===== config.mk =====
export PLATFORM = sky130hd
export DESIGN_NAME = trace_capture_unit
export DESIGN_NICKNAME = d
export VERILOG_FILES = /design/src/rtl/trace_capture_unit.sv
export SDC_FILE = /design/constraint.sdc
export NUM_CORES = 1
export LEC_CHECK = 0
export CAP_MARGIN = 20
export CORE_UTILIZATION = 50
export DETAILED_ROUTE_END_ITERATION = 6
export MAX_ROUTING_LAYER = met4
export PLACE_DENSITY_LB_ADDON = 0.1
export SETUP_SLACK_MARGIN = 0.02
export SYNTH_ARGS = -nofsm -noshare
export SYNTH_HDL_FRONTEND = slang
export SYNTH_SLANG_ARGS = --single-unit
export TNS_END_PERCENT = 50

===== constraint.sdc =====
create_clock -name clk -period 14.1 [get_ports clk]
set_clock_uncertainty 0.1 [all_clocks]
set_input_delay 2.82 -clock clk [delete_from_list [all_inputs] [get_ports clk]]
set_output_delay 2.82 -clock clk [all_outputs]
set_load 0.01 [all_outputs]

===== src/rtl/trace_capture_unit.sv =====
// Retire-trace capture buffer with cycle/retire counters, halt detection and a retire watchdog.
// Optional macro TRACE_REGS_EN adds a register snapshot to every trace entry.
module trace_capture_unit #(
  parameter int PC_W        = 8,
  parameter int INSTR_W     = 20,
  parameter int DATA_W      = 8,
  parameter int NUM_REGS    = 4,
  parameter int DEPTH       = 16,
  parameter int WDOG_CYCLES = 100,
  parameter int WRAP_MODE   = 1
) (
  input  logic                         clk,
  input  logic                         rst,
  input  logic                         arm,
  input  logic                         retire_valid,
  input  logic [PC_W-1:0]              pc_in,
  input  logic [INSTR_W-1:0]           instr_in,
  input  logic                         halt_in,
  input  logic [NUM_REGS*DATA_W-1:0]   regs_in,
  input  logic                         rd_en,
  output logic                         rd_valid,
  output logic [PC_W-1:0]              rd_pc,
  output logic [INSTR_W-1:0]           rd_instr,
  output logic [NUM_REGS*DATA_W-1:0]   rd_regs,
  output logic [$clog2(DEPTH):0]       count,
  output logic [31:0]                  cycle_cnt,
  output logic [31:0]                  retire_cnt,
  output logic [1:0]                   state_out,
  output logic                         done,
  output logic                         timeout,
  output logic                         overflow
);
  localparam int AW = $clog2(DEPTH);
  localparam int CW = AW + 1;
  localparam int RW = NUM_REGS * DATA_W;

  typedef enum logic [1:0] {
    S_IDLE    = 2'd0,
    S_CAPTURE = 2'd1,
    S_HALTED  = 2'd2,
    S_TIMEOUT = 2'd3
  } state_t;

  state_t         state, state_nxt;
  logic [AW-1:0]  wptr, rptr;
  logic [31:0]    wdog;
  logic           capturing, full, do_pop, do_ret, do_write, lose, wdog_expire;

  logic [PC_W-1:0]    pc_mem    [DEPTH];
  logic [INSTR_W-1:0] instr_mem [DEPTH];

  // Handshake: rd_en pops the oldest entry only when count>0; rd_valid and rd_* follow one cycle later.
  always_comb begin
    capturing   = (state == S_CAPTURE) && !arm;
    full        = (count == CW'(DEPTH));
    do_pop      = rd_en && (count != '0) && !arm;
    do_ret      = capturing && retire_valid;
    do_write    = do_ret && (!full || do_pop || (WRAP_MODE != 0));
    lose        = do_ret && full && !do_pop;
    wdog_expire = (WDOG_CYCLES != 0) && !retire_valid && ((wdog + 32'd1) == 32'(WDOG_CYCLES));
  end

  always_comb begin
    state_nxt = state;
    if (arm) begin
      state_nxt = S_CAPTURE;
    end else if (state == S_CAPTURE) begin
      if (halt_in)          state_nxt = S_HALTED;
      else if (wdog_expire) state_nxt = S_TIMEOUT;
    end
  end

  always_ff @(posedge clk) begin
    if (rst) begin
      state      <= S_IDLE;
      wptr       <= '0;
      rptr       <= '0;
      count      <= '0;
      wdog       <= '0;
      cycle_cnt  <= '0;
      retire_cnt <= '0;
      overflow   <= 1'b0;
      rd_valid   <= 1'b0;
      rd_pc      <= '0;
      rd_instr   <= '0;
    end else begin
      state    <= state_nxt;
      rd_valid <= do_pop;
      if (arm) begin
        wptr       <= '0;
        rptr       <= '0;
        count      <= '0;
        wdog       <= '0;
        cycle_cnt  <= '0;
        retire_cnt <= '0;
        overflow   <= 1'b0;
      end else begin
        if (do_pop) begin
          rd_pc    <= pc_mem[rptr];
          rd_instr <= instr_mem[rptr];
        end
        // In wrap mode a write into a full buffer lands on the oldest slot, so the read side skips it.
        if (do_pop || (lose && (WRAP_MODE != 0))) rptr <= rptr + AW'(1);
        if (do_write) wptr <= wptr + AW'(1);
        if (do_write && !do_pop && !full)  count <= count + CW'(1);
        else if (do_pop && !do_write)      count <= count - CW'(1);
        if (capturing) begin
          if (cycle_cnt != '1) cycle_cnt <= cycle_cnt + 32'd1;
          if (retire_valid) begin
            if (retire_cnt != '1) retire_cnt <= retire_cnt + 32'd1;
            wdog <= '0;
          end else if (wdog != '1) begin
            wdog <= wdog + 32'd1;
          end
          if (lose) overflow <= 1'b1;
        end
      end
    end
  end

  always_ff @(posedge clk) begin
    if (do_write) begin
      pc_mem[wptr]    <= pc_in;
      instr_mem[wptr] <= instr_in;
    end
  end

`ifdef TRACE_REGS_EN
  logic [RW-1:0] regs_mem [DEPTH];

  always_ff @(posedge clk) begin
    if (do_write) regs_mem[wptr] <= regs_in;
  end

  always_ff @(posedge clk) begin
    if (rst)                rd_regs <= '0;
    else if (do_pop)        rd_regs <= regs_mem[rptr];
  end
`else
  logic unused_regs;
  assign unused_regs = ^regs_in;
  assign rd_regs     = '0;
`endif

  assign state_out = state;
  assign done      = (state == S_HALTED);
  assign timeout   = (state == S_TIMEOUT);
endmodule


==> run_results.csv, run 1 <==
group,metric,value,unit
outcome,status,"finished with violations",
outcome,violations,"DRC",
route,routed-via-count,13500,
global_route,globalRouteTotalUtil,22.5,%
hold_path,hp-start,"rd_instr[8]$_SDFFE_PP0P_",
timing,setup_viol,0,
die,io_pins,201,
setup_path,worstPathRequired,14460,ps
hold_path,min_path_type,"register to register",
clock_network,clk_latency,620,ps
place,io_buffers,136,
timing,timing.final.hold_violations,0,
setup_path,cp-startpoint,"arm",
timing,rsz0062_at_grt,"no",
global_route,grt_first_pass_wirelength,79400,um
clock_network,cts_setup_buffers,0,
job,max_cap_violations,0,
route,firstDrtPassIters,7,
timing,finalCritPeriodShare,38.7,%
die,dieArea,0.0487,mm2
yosys,synth_cell_types,55,
setup_path,cp-end-kind,"register",
setup_path,path_class,"input pin to register",
yosys,synth_xor_area_share,2.53,%
yosys,synth-simple-area-share,8.80,%
layout,syn_to_final_growth,16.2,%
route,drt_iter0_markers,1326,
clock_network,cts_made_buffers,58,
clock_network,hold_buffers,0,
timing,fmaxAchievable,183,MHz
clock_network,path_clk_slew,60,ps
global_route,overflow,0,
yosys,netlist_instances,1542,
yosys,ys_warn_count,0,
yosys,yosys.area_share.adder,0.659,%
clock_network,cts_buffer_depth,3,
layout,post_route_cells_drive_above_1_share,16.3,%
global_route,grt_pass1_vias,13100,
yosys,synth_edf_count,448,
global_route,grt_max_degree,62,
timing,worst-slew-pin-transition,987,ps
yosys,synthFlopType,"edfxtp_1",
setup_path,cp.arrival,5810,ps
yosys,synthesis.area,0.0239,mm2
die,num_rows,79,
setup_path,crit_path_max_fanout,32,
route,wl,52100,um
place,globalplace.congestion,0.848,
die,die_x,221,um
yosys,synth_compound_area_share,3.74,%
layout,fill_cells,3604,
power,p_leak,8.33,nW
yosys,synthMuxAreaShare,13.4,%
setup_path,rr_startpoint,"count[0]$_SDFFE_PP0P_",
timing,period_minus_slack,5450,ps
timing,report.final.slew_viol_count,0,
clock_network,cts.sinks,589,
yosys,synth-seq-cells,589,
route,viasPerCell,5.77,
global_route,antenna_found_initial,2,
timing,fin_tns_setup,0,ps
yosys,synth_top_family_by_area,"multiplexers",
yosys,avgSynthCellArea,15.5,um2
clock_network,cts_resized,0,
yosys,ys_seq_area_share,68.1,%
die,core,0.0469,mm2
route,drc,19,
route,drtAntennaViolNets,0,
clock_network,h-tree-depth,2,
place,dp_hpwl,28900,um
die,fp.dieH,221,um
clock_network,root_buffer,"clkbuf_16",
die,initial_core_util,51.0,%
layout,layout.cells.non_filler,2340,
power,power_density,123,mW/mm2
yosys,async_flop_share,0,%
clock_network,cts_tree,"built",
timing,slew_headroom,34.2,%
layout,fin_nets,1762,
place,placed_cells,2230,
route,wl_per_cell,22.3,um
setup_path,start_kind,"input pin",
power,total_power,0.00343,W
power,vdd_drop_max,0.0865,mV
report_power, final:
part	internal, W	switching [W]	total [W]
Combinational	0.0000288	0.0000521	0.0000810
Sequential	0.00187	0.00000354	0.00187
Clock	0.000825	0.000653	0.00148
synthesized netlist by cell type, types with 2 or more instances:
cell | number | area share [%]
a211oi_1 | 2 | 0.063
a21o_1 | 3 | 0.094
a21oi_1 | 88 | 1.8
a311oi_1 | 2 | 0.073
a31o_2 | 2 | 0.073
a31oi_1 | 11 | 0.29
a41oi_1 | 2 | 0.073
and2_1 | 3 | 0.078
and3_1 | 11 | 0.29
and4_1 | 10 | 0.37
buf_1 | 2 | 0.031
buf_2 | 16 | 0.33
buf_4 | 32 | 1.0
clkbuf_1 | 63 | 0.99
clkbuf_2 | 2 | 0.042
dfxtp_1 | 141 | 12
edfxtp_1 | 448 | 56
ha_1 | 11 | 0.58
inv_1 | 22 | 0.35
mux2i_1 | 4 | 0.17
mux4_2 | 140 | 13
nand2_1 | 99 | 1.6
nand2b_1 | 7 | 0.18
nand3_1 | 35 | 0.73
nand3b_1 | 5 | 0.16
nand4_1 | 29 | 0.76
nand4b_1 | 6 | 0.22
nor2_1 | 128 | 2.0
nor2b_1 | 5 | 0.13
nor3_1 | 28 | 0.59
nor3b_1 | 3 | 0.094
nor4_1 | 8 | 0.21
nor4bb_1 | 3 | 0.13
o21ai_0 | 44 | 0.92
o21ai_1 | 2 | 0.042
or2_2 | 4 | 0.10
or3_1 | 29 | 0.76
or4_1 | 8 | 0.25
xnor2_1 | 45 | 1.6
xor2_1 | 24 | 0.88
cells by family (layout without fill, tap and decap cells):
logic type,count (synthesis),after routing
AOI/OAI and AO/OA,163,163
xor gates and xnor gates,69,69
adders and majority gates,12,12
buffers and inverters,138,296
DFF,589,589
muxes,145,145
other,1,34
and+or+nand+nor,425,425
through the flow:
| stage | utilization [%] | setup slack, ps | hold WS (ps) | instance area [um2] |
|---|---|---|---|---|
| after floorplan | - | 7680 | 362 | 24000 |
| after global placement | 55.3 | 8030 | 344 | 25900 |
| after detailed placement | 55.3 | 8040 | 350 | 25900 |
| after CTS | 59.2 | 8670 | 358 | 27800 |
| after global routing | 59.3 | 8500 | 376 | 27800 |
| final | 59.3 | 8650 | 353 | 27800 |
per-layer routing:
layer  share of wire (%)  global-route usage, %
met5                   0                      -
met4                 1.8                   5.64
met3                 5.7                   3.37
met2                  48                   35.0
met1                  44                   31.5
critical path, cell delays in order:
cell and delay [ps]:
clkdlybuf4s50_1 610, nand2b_1 250, a21o_1 110, buf_4 450, nand3_1 310, ha_1 410, a21o_1 130, a21oi_1 80
or4_1 400, a21oi_1 150, a311oi_1 60
sequential cells by signal (all words and copies together), names as in the netlist:
signal / cells
state_out: 2
rd_instr: 20
rd_pc: 8
rd_valid: 1
wdog: 32
rptr: 4
retire_cnt: 32
wptr: 4
pc_mem: 128
cycle_cnt: 32
overflow: 1
count: 5
instr_mem: 320
cells in the final DEF (no fill, tap or decap), types with 7 or more instances in the layout:
cell / n
nand4_1: 29
or3_1: 29
nand3_1: 35
nor2_1: 116
clkinv_1: 17
and4_1: 10
conb_1: 32
nand2_1: 99
or4_1: 8
clkdlybuf4s50_1: 135
xor2_1: 24
nor3_1: 24
dfxtp_1: 137
ha_1: 11
nor4_1: 8
and3_1: 11
buf_4: 30
a21oi_1: 87
nor2_4: 12
inv_1: 22
clkbuf_16: 59
clkbuf_1: 12
mux4_2: 140
xnor2_1: 45
o21ai_0: 44
a31oi_1: 11
edfxtp_1: 448
nand2b_1: 7
area by class of cell:
class | count | area (um2) | share of cell area (%)
Multi-Input combinational cell | 846 | 7210 | 26.0
Clock inverter | 36 | 312 | 1.12
Inverter | 22 | 82.6 | 0.297
Sequential cell | 589 | 16300 | 58.6
Tap cell | 607 | 759 | 2.73
Timing Repair Buffer | 167 | 1600 | 5.76
Clock buffer | 71 | 1520 | 5.48
Antenna cell | 2 | 5.00 | 0.0180
worst paths after layout:
kind	end	slack (ps)	depth (start not counted)
worst max-delay path	count[4]$_SDFFE_PP0P_	8650	11
worst min-delay path	rd_instr[8]$_SDFFE_PP0P_	350	2
worst max register to register	count[4]$_SDFFE_PP0P_	10500	10
worst min register to register	rd_instr[8]$_SDFFE_PP0P_	350	2
Power figures use the tool's default switching activity.
==> run 2, diff against run 1 <==
Clock period 14.1 ns to 5.3 ns, I/O delays scaled along.
==> run_results.csv, run 2 (same netlist as run 1, synthesis figures left out) <==
group,metric,value,unit
global_route,antenna_found_initial,0,
die,num_rows,79,
timing,worst_slack,1910,ps
place,dp_hpwl,28900,um
route,drt_iter0_markers,1200,
place,globalplace.congestion,0.832,
setup_path,crit_path_max_fanout,36,
setup_path,path_class,"register to register",
setup_path,critPathSlowestCell,"a31o_2",
layout,syn_to_final_growth,16.9,%
setup_path,crit_buf_inv,1,
timing,setup_viol,0,
clock_network,hold_buffers,0,
place,place_ws,1390,ps
route,wl,52300,um
layout,post_route_cells_drive_above_1_share,17.1,%
layout,reg_top3,"instr_mem x320, pc_mem x128",
global_route,overflow,0,
timing,rsz0062_at_grt,"no",
clock_network,cts_setup_buffers,0,
timing,fin_tns_setup,0,ps
clock_network,root_buffer,"clkbuf_16",
die,io_pins,201,
timing,fmaxAchievable,295,MHz
route,routed-via-count,13500,
die,fp.dieH,221,um
timing,timing.final.hold_violations,0,
global_route,grt_first_pass_wirelength,78900,um
outcome,status,"finished with violations",
setup_path,worstPathRequired,5690,ps
layout,regMostFlops,"instr_mem",
clock_network,cts_tree,"built",
timing,worst-slew-pin-transition,1180,ps
layout,largest_register_ff_count,320,
layout,mostFrequentLayoutCell,"edfxtp_1",
route,drc,17,
global_route,grt_max_degree,75,
route,firstDrtPassIters,7,
layout,fill_cells,3589,
setup_path,cpLargestDelayFamily,"simple AND/OR/NAND/NOR gates",
clock_network,cts.sinks,589,
die,core,0.0469,mm2
global_route,globalRouteTotalUtil,22.5,%
timing,slew_headroom,21.3,%
layout,mostFrequentLayoutCells,"edfxtp_1 (448), mux4_2 (140), dfxtp_1 (137)",
clock_network,cts_buffer_depth,3,
clock_network,h-tree-depth,2,
global_route,grt_pass1_vias,13200,
clock_network,path_clk_slew,60,ps
route,wl_per_cell,22.3,um
setup_path,critPathMaxStageDelay,610,ps
die,dieArea,0.0487,mm2
route,viasPerCell,5.77,
route,drtAntennaViolNets,0,
setup_path,cp-end-kind,"register",
job,max_cap_violations,0,
die,die_x,221,um
setup_path,cp.arrival,3780,ps
clock_network,cts_made_buffers,59,
layout,diodes,0,
timing,finalCritPeriodShare,64.0,%
outcome,violations,"DRC",
power,vdd_drop_max,0.327,mV
clock_network,cts_resized,0,
clock_network,clk_latency,630,ps
setup_path,start_kind,"register",
timing,report.final.slew_viol_count,0,
setup_path,path_cells,"and4_1, and4_4, nor4bb_1, buf_4, a31o_2, nor2_1, nand4_1, a21oi_1",
setup_path,r2r_slack,1910,ps
die,initial_core_util,51.0,%
layout,fin_nets,1764,
power,p_leak,8.45,nW
timing,period_minus_slack,3390,ps
hold_path,min_path_type,"register to register",
place,io_buffers,136,
power,power_density,334,mW/mm2
[run 2: final timing paths]
path / startpoint / end / cells past startpoint
setup / recovery: wdog[18]$_SDFFE_PP0P_ / wdog[25]$_SDFFE_PP0P_ / 8
hold / removal: rd_instr[15]$_SDFFE_PP0P_ / rd_instr[15]$_SDFFE_PP0P_ / 2
setup reg to reg: wdog[18]$_SDFFE_PP0P_ / wdog[25]$_SDFFE_PP0P_ / 8
hold reg to reg: rd_instr[15]$_SDFFE_PP0P_ / rd_instr[15]$_SDFFE_PP0P_ / 2
[run 2: area by class of cell]
type	instances	area [um2]	share of cell area, %
clock inverters	26	269	0.962
flip-flops and latches	589	16300	58.3
clock buffers	86	1680	6.02
multi-input cells	846	7210	25.8
well taps	607	759	2.72
repair buffers	168	1660	5.94
inverters	22	82.6	0.295
[run 2: per-stage QoR]
stage | hold WS (ps) | instances | instance area, um2 | power, W | utilization (%)
after floorplan | 362 | 1573 | 24000 | 0.00520 | -
after global placement | 341 | 2232 | 26000 | 0.00529 | 55.5
after detailed placement | 349 | 2232 | 26000 | 0.00529 | 55.5
after CTS | 356 | 2344 | 28000 | 0.00945 | 59.7
after global routing | 374 | 2344 | 28000 | 0.00964 | 59.7
final | 354 | 2344 | 28000 | 0.00935 | 59.7
[run 2: worst min-delay path, cell delays in order (launching register included)]
cell and delay, ps:
dfxtp_1 310, nand2_1 50, a21oi_1 50
[run 2: report_power, final]
part	leakage [nW]	switching (W)	internal [W]
combinational	2.31	0.000139	0.0000775
sequential	5.17	0.00000885	0.00497
clock	0.971	0.00175	0.00240
total	8.45	0.00190	0.00745
[run 2: metal layers]
| layer | share of wire (%) | global-route usage (%) |
|---|---|---|
| met1 | 45 | 31.5 |
| met2 | 47 | 34.4 |
| met3 | 5.5 | 3.82 |
| met4 | 1.9 | 5.62 |
| met5 | 0 | - |
==> run 3, diff against run 2 <==
Clock period 5.3 ns to 2.9 ns, I/O delays scaled along.
==> run_results.csv, run 3 (same netlist as run 1, synthesis figures left out) <==
group,metric,value,unit
route,wl_per_cell,22.2,um
outcome,status,"finished with violations",
layout,mostFrequentLayoutCells,"edfxtp_1 (448), mux4_2 (140), dfxtp_1 (137)",
route,routed-via-count,13900,
setup_path,worstPathRequired,3350,ps
power,vdd_drop_max,0.458,mV
clock_network,path_clk_slew,60,ps
setup_path,crit_path_max_fanout,11,
power,combPwrFrac,2.5,%
setup_path,start_kind,"register",
timing,worst-slew-pin-transition,699,ps
global_route,grt_max_degree,112,
die,initial_core_util,51.0,%
layout,fin_nets,1832,
clock_network,cts_tree,"built",
layout,post_route_cells_drive_above_1_share,20.1,%
clock_network,cts_resized,0,
layout,largest_register_ff_count,320,
power,clock_power_share,44.2,%
global_route,antenna_found_initial,1,
place,io_buffers,136,
die,core,0.0469,mm2
layout,fill_cells,3550,
layout,mostFrequentLayoutCell,"edfxtp_1",
die,dieArea,0.0487,mm2
setup_path,cp.arrival,3070,ps
timing,timing.final.hold_violations,0,
timing,finalCritPeriodShare,90.2,%
place,dp_hpwl,31500,um
route,drc,16,
power,p_sw,0.00343,W
route,drtAntennaViolNets,0,
hold_path,min_path_type,"register to register",
setup_path,cp-startpoint,"wdog[0]$_SDFFE_PP0P_",
power,power_frac_seq,53.3,%
layout,syn_to_final_growth,20.6,%
power,p_leak,8.83,nW
power,power_density,591,mW/mm2
place,globalplace.congestion,0.848,
timing,worst_slack,283,ps
global_route,grt_pass1_vias,13500,
route,viasPerCell,5.77,
place,placed_cells,2299,
die,die_x,221,um
clock_network,cts.sinks,589,
job,max_cap_violations,0,
layout,seq_area,0.0163,mm2
layout,multi_input_area,0.00724,mm2
place,place_ws,-250,ps
power,internal_power,0.0136,W
clock_network,cts_setup_buffers,0,
layout,finish.utilization,61.6,%
clock_network,root_buffer,"clkbuf_16",
route,firstDrtPassIters,7,
die,fp.dieH,221,um
power,switching_share,20.1,%
layout,layout.cells.non_filler,2414,
setup_path,path_class,"register to register",
clock_network,h-tree-depth,2,
outcome,violations,"DRC",
die,io_pins,201,
timing,fmaxAchievable,382,MHz
timing,whs,353,ps
die,num_rows,79,
timing,period_minus_slack,2620,ps
global_route,overflow,0,
timing,slew_headroom,53.4,%
clock_network,cts_made_buffers,60,
clock_network,cts_buffer_depth,3,
setup_path,cp-end-kind,"register",
clock_network,clk_latency,620,ps
route,drt_iter0_markers,1101,
clock_network,hold_buffers,0,
layout,regMostFlops,"instr_mem",
global_route,grt_first_pass_wirelength,81600,um
timing,rsz0062_at_grt,"no",
timing,setup_viol,0,
layout,reg_top3,"instr_mem x320, pc_mem x128",
global_route,globalRouteTotalUtil,23.2,%
setup_path,rr_startpoint,"wdog[0]$_SDFFE_PP0P_",
hold_path,hp-start,"rd_instr[12]$_SDFFE_PP0P_",
route,wl,53500,um
timing,report.final.slew_viol_count,0,
==> run 3: final cells by class <==
type | instances | area share, %
flip-flops and latches | 589 | 56.5
multi-input cells | 846 | 25.1
repair buffers | 235 | 8.80
clock buffers | 88 | 5.82
well taps | 607 | 2.63
clock inverters | 26 | 0.902
inverters | 22 | 0.286
diodes | 1 | 0.00867
==> run 3: critical path, cell delays in order (launching register included) <==
cell	delay (ps)
dfxtp_1	350
ha_1	260
nand3_1	210
nor2_1	130
nor4bb_1	140
buf_4	160
a311o_2	510
or4_1	540
a21oi_1	150
==> run 3: worst paths after layout <==
kind                                                   to  slack (ps)  cells past startpoint
worst min-delay path            rd_instr[12]$_SDFFE_PP0P_         350                      2
worst max register to register      wdog[23]$_SDFFE_PP0P_         280                      8
worst max-delay path                wdog[23]$_SDFFE_PP0P_         280                      8
worst min register to register  rd_instr[12]$_SDFFE_PP0P_         350                      2
==> run 3: metal layers <==
layer | GRT usage (%) | up-vias | wire length (um)
met1 | 32.4 | 7087 | 23600
met2 | 36.0 | 410 | 25700
met3 | 3.59 | 92 | 3140
met5 | - | - | 0
met4 | 5.94 | 0 | 1100
li1 | - | 6339 | -
==> run 3: power by group through the flow <==
stage	logic [W]	registers (W)	clock network [W]
after global routing	0.000476	0.00909	0.00804
after detailed placement	0.000437	0.00927	0
after global placement	0.000424	0.00927	0
final	0.000433	0.00910	0.00753
after floorplan	0.000218	0.00928	0
after CTS	0.000438	0.00909	0.00770
==> run 3: stage by stage <==
step                      total power (W)  cell area (um2)  TNS, ps
after CTS                          0.0172            28800        0
after global routing               0.0176            28800        0
after global placement            0.00970            26900    -2760
final                              0.0171            28800        0
after floorplan                   0.00950            24100        0
after detailed placement          0.00971            26900    -3290
==> edit, RTL diff (config.mk and constraints of run 3) <==
Register the output `cycle_cnt` once more, without a reset; this adds one clock of latency there. The other outputs are not delayed to match.
--- a/src/rtl/trace_capture_unit.sv
+++ b/src/rtl/trace_capture_unit.sv
@@ -43,2 +43,4 @@
 
+  logic [31:0] cycle_cnt_s0;
+
   state_t         state, state_nxt;
@@ -79,3 +81,3 @@
       wdog       <= '0;
-      cycle_cnt  <= '0;
+      cycle_cnt_s0 <= '0;
       retire_cnt <= '0;
@@ -93,3 +95,3 @@
         wdog       <= '0;
-        cycle_cnt  <= '0;
+        cycle_cnt_s0 <= '0;
         retire_cnt <= '0;
@@ -107,3 +109,3 @@
         if (capturing) begin
-          if (cycle_cnt != '1) cycle_cnt <= cycle_cnt + 32'd1;
+          if (cycle_cnt_s0 != '1) cycle_cnt_s0 <= cycle_cnt_s0 + 32'd1;
           if (retire_valid) begin
@@ -147,2 +149,6 @@
   assign timeout   = (state == S_TIMEOUT);
+  always_ff @(posedge clk) begin
+    cycle_cnt <= cycle_cnt_s0;
+  end
+
 endmodule
Behaviour: not the same (Yosys sat finds a counterexample within 4 cycles, from zero or initial values and one cycle with rst high).
==> edit against run 3 <==
Maximum frequency down 2.3%. Final area grew 4.6%. Wire length grew 2.3%. First-iteration DRC count up 0.73%. Die area grew 4.1%. Register-to-register slack got worse by 0.05 ns. Clock power up 6.4%. Sequential share of layout area down 0.35 points. Power rose by 5.5%. Synthesized area grew 4.2%. Worst setup slack lost 0.062 ns. Sequential cell count rose by 32. Combinational power rose by 4.8%. Critical path type is now input port to flop.
==> edit: results (changes against run 3) <==
status -> finished clean
clock transition at the registers of the reported paths -> 0.05 ns
Post-synth ARST share -> 0 (unchanged)
number of synthesized flops with an enable pin -> 448 (unchanged)
initial DRC count -> 1109 (+0.73%)
Distinct cells, synth -> 69 (+25%)
initial antenna violation count -> 3 (+2)
Regs by FF count -> instr_mem: 320 flops, pc_mem: 128 flops
pwr/cell area -> 596.5 mW/mm^2 (+0.86%)
Hold/Removal Path Class -> flop to flop
Critical Path AT -> 3.07 ns (about the same)
clock buffer count from CTS -> 66 (+10%)
Fillers -> 3720 (+4.8%)
Post-Route WL -> 54.72 mm (+2.3%)
number of global-route vias before repair -> 14170 (+4.7%)
Place WS -> -0.3477 ns (-0.09754 ns)
average vias per placed instance -> 5.678 (-1.6%)
drt pass-1 iters -> 6 (-1)
Leak -> 9.405 nW (+6.5%)
register area share after synthesis -> 0.6791 (-0.001531)
worst hold start -> cycle_cnt_s0[15]$_SDFFE_PP0P_
synth top area cells -> edfxtp_1 (54%), dfxtp_1 (14%), mux4_2 (13%)
Clock Latency Late Sink -> 0.59 ns (-0.03 ns)
Rel. slew slack -> 0.4903 (-0.04365)
first-pass GRT wire length -> 84.51 mm (+3.6%)
Peak supply drop -> 475.5 uV (+3.7%)
crit path max fanout -> 3 (-8)
Nets -> 1910 (+4.3%)
largest net degree at the start of global routing -> 47 (-58%)
placed cell area -> 0.02809 mm^2 (+4.4%)
share of post-route cells with drive strength above 1 -> 0.2064 (+0.005369)
switch share -> 0.2022 (+0.0009889)
dpl hpwl -> 34.04 mm (+8.0%)
Placer Congestion -> 0.8280 (-2.4%)
Synth Warn # -> 0 (unchanged)
Max Root-Sink Buffers -> 3 (unchanged)
Critical Path Source -> arm
GRT Total Usage -> 0.2293 (-0.003137)
H-tree Lvls -> 3 (+1)
Synth top cells by count -> edfxtp_1 (448), dfxtp_1 (173), mux4_2 (140), nor2_1 (123), nand2_1 (95)
## edit: changes by cell type in the layout (fill, tap and decap cells not counted), moves of 7 or more
cell and delta:
nand3_1 +9, clkbuf_16 +7, nand2_1 -7, a21oi_1 -10
or3_1 -9, nor4_1 +13, buf_4 +7, dfxtp_1 +32
and3_1 +7
## edit: cell type report
type                       count  area share
sequential                   621      0.5610
tap                          664     0.02754
timing repair buffer         246     0.08850
multi-input combinational    878      0.2519
clock buffer                  97     0.06163
inverter                      19    0.002364
clock inverter                24    0.006843
antenna                        3   0.0002488
## edit: worst max-delay path: stages
cell             delay (ns)
clkdlybuf4s50_1        0.44
or3b_2                 0.50
nor2_4                 0.12
nand3_1                0.16
fa_1                   0.43
a21o_1                 0.17
a21oi_1                0.20
nand3_1                0.13
o311a_1                0.14
a211oi_1               0.19
## edit: timing repair
| item | 4_1_cts | 5_1_grt |
|---|---|---|
| hold buffers | 0 | 0 |
| setup endpoints to repair | 0 | 2 |
| hold endpoints to repair | 0 | 0 |
| gates resized for setup | 0 | 1 |
## edit: stage by stage
| step | total power, mW | instances |
|---|---|---|
| detailed placement | 10.18 | 2428 |
| global route | 18.55 | 2552 |
| finish | 18.00 | 2552 |
| CTS | 18.19 | 2549 |
| global placement | 10.17 | 2428 |
| floorplan | 9.959 | 1644 |
## edit: power groups by stage
stage | sequential, mW | clock [mW] | combinational, mW
3_3_place_gp | 9.72 | 0 | 0.447
3_5_place_dp | 9.72 | 0 | 0.458
2_1_floorplan | 9.73 | 0 | 0.228
6_report | 9.54 | 8.01 | 0.454
4_1_cts | 9.53 | 8.19 | 0.460
5_1_grt | 9.53 | 8.52 | 0.499
## edit: worst paths after layout
path                      endpoint  slack, ns  depth (start not counted)
max reg2reg  wdog[25]$_SDFFE_PP0P_       0.23                          8
min reg2reg  cycle_cnt[15]$_DFF_P_       0.29                          0
min          cycle_cnt[15]$_DFF_P_       0.29                          0
max          count[4]$_SDFFE_PP0P_       0.22                         10
## edit: kinds of logic after synthesis
group           Yosys count  share of synthesized area
compound gates          165                    0.03883
xor+xnor                 69                    0.02426
fa+ha+maj                12                   0.006329
buf+inv                 145                    0.02783
flops                   621                     0.6791
mux                     146                     0.1290
other cells               1                  0.0001505
simple gates            454                    0.09443
## edit: layer usage
metal  up-vias  GRT usage  share of wire
li1       6642          -              -
met1      7408     0.3138           0.44
met2       357     0.3555           0.49
met3        83    0.04524          0.050
met4         0    0.05662          0.019
met5         -          -              0
